**src/rtl/snn_activation_array.sv**
```systemverilog
// snn_activation_array: multi-channel integrate-and-fire activation stage.
// Each channel adds a signed input current to its membrane register (saturating),
// fires when the membrane reaches the shared threshold, and counts spikes in a
// saturating counter over a window of num_steps accepted beats.
// Build option: define SNN_SOFT_RESET_EN for reset-by-subtraction on fire;
// leave it undefined for hard reset to zero.
module snn_activation_array #(
  parameter int NUM_CH      = 3,
  parameter int DATA_WIDTH  = 16,
  parameter int COUNT_WIDTH = 8,
  parameter int STEP_WIDTH  = 8
) (
  input  logic                         clk,
  input  logic                         rst,
  input  logic                         start,
  input  logic [STEP_WIDTH-1:0]        num_steps,
  input  logic [DATA_WIDTH-1:0]        threshold,
  input  logic                         in_valid,
  output logic                         in_ready,
  input  logic [NUM_CH*DATA_WIDTH-1:0] current,
  output logic [NUM_CH-1:0]            spikes,
  output logic                         spike_valid,
  output logic [NUM_CH*COUNT_WIDTH-1:0] counts,
  output logic                         busy,
  output logic                         done
);

  typedef enum logic [1:0] {
    S_IDLE,
    S_RUN,
    S_DONE
  } state_t;

  localparam logic signed [DATA_WIDTH-1:0] D_MAX    = {1'b0, {(DATA_WIDTH-1){1'b1}}};
  localparam logic signed [DATA_WIDTH-1:0] D_MIN    = {1'b1, {(DATA_WIDTH-1){1'b0}}};
  localparam logic [STEP_WIDTH-1:0]        STEP_ONE = {{(STEP_WIDTH-1){1'b0}}, 1'b1};

  state_t                        state;
  logic [STEP_WIDTH-1:0]         step;
  logic [STEP_WIDTH-1:0]         num_steps_q;
  logic signed [DATA_WIDTH-1:0]  threshold_q;
  logic signed [DATA_WIDTH-1:0]  membrane [NUM_CH];
  logic [COUNT_WIDTH-1:0]        count    [NUM_CH];

  logic signed [DATA_WIDTH-1:0]  v_next   [NUM_CH];
  logic [COUNT_WIDTH-1:0]        c_next   [NUM_CH];
  logic [NUM_CH-1:0]             fire;

  logic signed [DATA_WIDTH-1:0]  cur_i;
  logic signed [DATA_WIDTH:0]    sum_w;
  logic signed [DATA_WIDTH-1:0]  s_i;
  logic signed [DATA_WIDTH-1:0]  reset_val;
`ifdef SNN_SOFT_RESET_EN
  logic signed [DATA_WIDTH:0]    diff_w;
`endif

  logic accept;
  logic last_beat;

  // Clamp a one-bit-wider signed result back into the signed DATA_WIDTH range.
  function automatic logic signed [DATA_WIDTH-1:0] sat(input logic signed [DATA_WIDTH:0] x);
    if (x[DATA_WIDTH] != x[DATA_WIDTH-1]) begin
      sat = x[DATA_WIDTH] ? D_MIN : D_MAX;
    end else begin
      sat = x[DATA_WIDTH-1:0];
    end
  endfunction

  assign accept    = (state == S_RUN) && in_valid;
  assign last_beat = (step == num_steps_q - STEP_ONE);
  assign in_ready  = (state == S_RUN);
  assign busy      = (state != S_IDLE);

  // Per-channel integrate, fire decision, membrane reset value and counter update.
  always_comb begin
    // NOTE: every combinational output gets a value on every path (defaults first), otherwise a latch is inferred.
    fire      = '0;
    cur_i     = '0;
    sum_w     = '0;
    s_i       = '0;
    reset_val = '0;
`ifdef SNN_SOFT_RESET_EN
    diff_w    = '0;
`endif
    for (int i = 0; i < NUM_CH; i++) begin
      cur_i   = current[i*DATA_WIDTH +: DATA_WIDTH];
      sum_w   = {cur_i[DATA_WIDTH-1], cur_i} + {membrane[i][DATA_WIDTH-1], membrane[i]};
      s_i     = sat(sum_w);
      fire[i] = (s_i >= threshold_q);
`ifdef SNN_SOFT_RESET_EN
      // Residual above threshold is kept; a negative threshold can push it past max.
      diff_w    = {s_i[DATA_WIDTH-1], s_i} - {threshold_q[DATA_WIDTH-1], threshold_q};
      reset_val = sat(diff_w);
`else
      reset_val = '0;
`endif
      v_next[i] = fire[i] ? reset_val : s_i;
      c_next[i] = (&count[i]) ? count[i] : count[i] + COUNT_WIDTH'(fire[i]);
    end
  end

  // Pack per-channel counters onto the flat output bus.
  always_comb begin
    counts = '0;
    for (int i = 0; i < NUM_CH; i++) begin
      counts[i*COUNT_WIDTH +: COUNT_WIDTH] = count[i];
    end
  end

  // Window FSM plus all datapath state; pulses default low each cycle.
  always_ff @(posedge clk) begin
    if (rst) begin
      state       <= S_IDLE;
      step        <= '0;
      num_steps_q <= '0;
      threshold_q <= '0;
      spikes      <= '0;
      spike_valid <= 1'b0;
      done        <= 1'b0;
      // NOTE: membranes and counters are small flop arrays, not RAM, so resetting them costs nothing special.
      for (int i = 0; i < NUM_CH; i++) begin
        membrane[i] <= '0;
        count[i]    <= '0;
      end
    end else begin
      // NOTE: sequential state uses non-blocking assignments so every flop samples pre-edge values.
      spike_valid <= 1'b0;
      done        <= 1'b0;
      case (state)
        S_IDLE: begin
          if (start) begin
            step        <= '0;
            num_steps_q <= num_steps;
            threshold_q <= threshold;
            for (int i = 0; i < NUM_CH; i++) begin
              membrane[i] <= '0;
              count[i]    <= '0;
            end
            if (num_steps == '0) begin
              state <= S_DONE;
              done  <= 1'b1;
            end else begin
              state <= S_RUN;
            end
          end
        end
        S_RUN: begin
          if (accept) begin
            for (int i = 0; i < NUM_CH; i++) begin
              membrane[i] <= v_next[i];
              count[i]    <= c_next[i];
            end
            spikes      <= fire;
            spike_valid <= 1'b1;
            step        <= step + STEP_ONE;
            if (last_beat) begin
              state <= S_DONE;
              done  <= 1'b1;
            end
          end
        end
        S_DONE: begin
          state <= S_IDLE;
        end
        default: begin
          state <= S_IDLE;
        end
      endcase
    end
  end

endmodule

```
**config.mk**
```make
export PLATFORM = sky130hd
export DESIGN_NAME = snn_activation_array
export DESIGN_NICKNAME = d
export VERILOG_FILES = /design/src/rtl/snn_activation_array.sv
export SDC_FILE = /design/constraint.sdc
export NUM_CORES = 1
export LEC_CHECK = 0
export BUFFER_PORTS_ARGS = -buffer_cell sky130_fd_sc_hd__buf_2
export CAP_MARGIN = 0
export CORE_UTILIZATION = 55
export DETAILED_ROUTE_END_ITERATION = 12
export PLACE_DENSITY = 0.75
export REMOVE_ABC_BUFFERS = 1
export SLEW_MARGIN = 0
export SYNTH_ARGS = -nofsm -noshare
export SYNTH_HDL_FRONTEND = slang
export SYNTH_SLANG_ARGS = --single-unit
export TNS_END_PERCENT = 10
```
**constraint.sdc**
```tcl
create_clock -name clk -period 10.1 [get_ports clk]
set_input_delay 2.02 -clock clk [delete_from_list [all_inputs] [get_ports clk]]
set_output_delay 2.02 -clock clk [all_outputs]
set_load 0.02 [all_outputs]
```
==> results_dict.tcl <==
set metrics [dict create \
    status "completed" \
    post_cts_buffers 0 \
    via_per_inst 5.78 \
    vias 7124 \
    rsz0062_at_grt "false" \
    antenna_cells 0 \
    synth_area_leaders "edfxtp_1, ha_1, dfxtp_1, a21oi_1, nor2_1" \
    die_h_um 127 \
    hpwl_um 15000 \
    worst_path_max_delay_cell "or4_1" \
    critPathLaunchType "primary input" \
    power_switching_uw 581 \
    core-area_sq_um 15200 \
    io_buffers 106 \
    setup_viol 0 \
    synthSimpleGateAreaFrac_pct 18.6 \
    power.share.sequential_pct 35.2 \
    critPathMostFrequentCell "ha_1" \
    period_minus_slack_ns 6.67 \
    p_leak_nw 4.09 \
    drv_slew 0 \
    wl_per_cell_um 15.9 \
    slew_headroom_pct 22.1 \
    grt_pass1_vias 6680 \
    grt_busiest_layer "met2" \
    wirelength_um 19600 \
    cts_tree "done" \
    synth_fa_ha_area_share_pct 16.6 \
    rows 45 \
    layout-drive-gt1-share_pct 15.8 \
    antenna_found_initial 1 \
    area_growth_pct 11.4 \
    cts-buffers-inserted 9 \
    clkLatencyLatePin_ns 0.36 \
    dr.pass1.iters 6 \
    tns_ns 0 \
    netlist_area_sq_um 8540 \
    grt_max_degree 49 \
    place_area_sq_um 9220 \
    cp_top_family "simple AND/OR/NAND/NOR gates" \
    die_w_um 127 \
    critPathArrivalTime_ns 6.89 \
    critPathMaxFanout 12 \
    ir_drop_v 0.000100 \
    grtUsageTotal_pct 25.1 \
    pwr-share-clk_pct 23.4 \
    synthMuxAreaShare_pct 0.161 \
    clk_pin_slew_ns 0.08 \
    ys.flop_type "edfxtp_1" \
    grt_pass1_wl_um 32000 \
    powerDensity_nw_per_um2 162 \
    use_met2_pct 41.2 \
    synth_top_area_share_pct 25.3 \
    finalClockSkew_ns 0.00954 \
    synthXorXnorAreaFrac_pct 7.36 \
    synth_edf_count 72 \
    p_int_uw 957 \
    hold_buffers 0 \
    syn_area_per_cell_sq_um 9.06 \
    synth-compound-area-share_pct 19.4 \
    globalRouteMet3Util_pct 4.39 \
    netlist_instances 943 \
    clock_sinks 111 \
    antenna_left 0 \
    met1_usage_pct 33.8 \
    cts_resized 0 \
    cts-htree-levels 3 \
    combinationalPowerShare_pct 41.5 \
    yosys.area.top_type "edfxtp_1" \
    drc 0 \
    crit_chain "buf_2 > ha_1 > inv_1 > fa_1 > nor2b_1 > o31a_1 > nor3_1 > o21a_1 > or2_4 > a21oi_4 > nor2_1 > o21ai_0 > ha_1 > nand3_1 > or2_1 > or4_1 > nor3_1 > inv_1 > nand2_1 > ha_1 > nand3_1 > or3_1 > a21oi_1" \
    ys_ff_latch 111 \
    final_area_sq_um 9510 \
    cp.buffers_inverters 3 \
    nets 1222 \
    worstMarginPinSlew_ns 1.16 \
    gp_congestion 0.889 \
    period_share_pct 66.0 \
    p_sw_share_pct 37.8 \
    final_core_util_pct 62.6 \
    synth_top_family_by_area "compound AO/OA/AOI/OAI gates" \
    critPathRequiredTime_ns 10.32 \
    min_path_type "flip-flop to flip-flop" \
    grt.overflow.total 0 \
    cts.path.max_buffers 2 \
    initial_core_util_pct 56.2 \
    ios 107 \
    die_area_sq_um 16000 \
    layout_common_cells "nor2_1, buf_2, ha_1" \
    synth-async-reset-ratio_pct 0 \
    final_common_cell "nor2_1" \
    crit_path_end_kind "flip-flop" \
    synth-seq-area-share_pct 34.5 \
    fmax_ghz 0.150 \
    max_stage_delay_ns 0.54 \
    cts-root-buf "clkbuf_16" \
    worstSetupPathType "primary input to flip-flop" \
    synth_cell_types 84 \
    timing.max_cap.violations 0 \
    drt_iter0_markers 373 \
    hold_violations 0 \
    ys_warn_count 0 \
]
-- through the flow --
step | total power, mW | hold WS (ns) | instances | setup WS (ns)
finish | 1.54 | 0.456 | 1232 | 3.43
global route | 1.64 | 0.469 | 1232 | 3.05
CTS | 1.54 | 0.458 | 1232 | 3.49
detailed placement | 1.18 | 0.447 | 1216 | 3.15
global placement | 1.16 | 0.439 | 1216 | 3.26
floorplan | 1.02 | 0.430 | 917 | 3.81
-- power groups by stage --
| stage | clock network [mW] | logic (mW) | registers, mW |
|---|---|---|---|
| floorplan | 0 | 0.466 | 0.555 |
| global placement | 0 | 0.613 | 0.550 |
| detailed placement | 0 | 0.629 | 0.551 |
| CTS | 0.363 | 0.634 | 0.540 |
| global route | 0.382 | 0.716 | 0.544 |
| finish | 0.359 | 0.638 | 0.541 |
-- worst register-to-register path: cells and delay by family, from the launching register on --
kind / cells / cell delay, ns
and+or+nand+nor: 11 / 2.76
adders and majority gates: 4 / 0.96
DFF: 1 / 0.42
buffers and inverters: 2 / 0.18
AOI/OAI and AO/OA: 5 / 0.90
-- synth_stat cells (3+ instances only) --
cell and number:
nand3_1 16, nor3b_1 7, buf_2 9, nor3_1 15
clkbuf_1 13, edfxtp_1 72, o211ai_1 9, xor2_1 32
nor2b_1 15, nand2_1 90, maj3_2 3, or3_1 8
dfxtp_1 39, xnor2_1 36, a211o_1 5, o21ai_0 39
fa_1 3, o21bai_1 4, o21a_1 8, inv_1 45
ha_1 104, a21o_1 21, and2_1 9, and3_1 9
o21a_2 4, o21ai_1 5, nand4_1 15, or2_1 3
a311oi_1 4, a21oi_1 99, a211oi_1 10, o41ai_2 3
nand2b_1 9, nor4_1 9, nor2_1 108
-- layout make-up --
| type | instances | area, sq um |
|---|---|---|
| clock inverter | 6 | 62.6 |
| clock buffer | 10 | 229 |
| fill | 1339 | 5690 |
| multi-input combinational | 760 | 5300 |
| tap | 188 | 235 |
| inverter | 46 | 173 |
| sequential | 111 | 2940 |
| timing repair buffer | 111 | 568 |
-- path summary, 6_finish.rpt --
path	from	cells after the start	slack, ns	end
setup / recovery	current[0]	23	3.43	count[0][7]
hold / removal	threshold_q[5]	2	0.46	threshold_q[5]
setup reg to reg	membrane[0][0]	22	4.76	count[0][7]
hold reg to reg	threshold_q[5]	2	0.46	threshold_q[5]
-- registers in the layout (all words and copies together), names as in the netlist --
name	count
membrane	48
step	8
spikes	3
num_steps_q	8
count	24
spike_valid	1
threshold_q	16
done	1
state	2
-- cell families (layout without fill, tap and decap cells) --
kind of cell    Yosys count  after routing
xor+xnor                 70             70
mux                       1              1
flops                   111            111
compound gates          247            247
fa+ha+maj               112            112
buf+inv                  72            173
simple gates            330            330
-- layer usage --
metal	vias to the layer above	part of all wire [%]	routed length [um]
li1	3620	-	-
met1	3311	46	9010
met2	169	47	9120
met3	22	5.6	1100
met4	2	1.6	321
met5	-	0.051	10
Note: power is estimated with default switching activity, not from simulation.
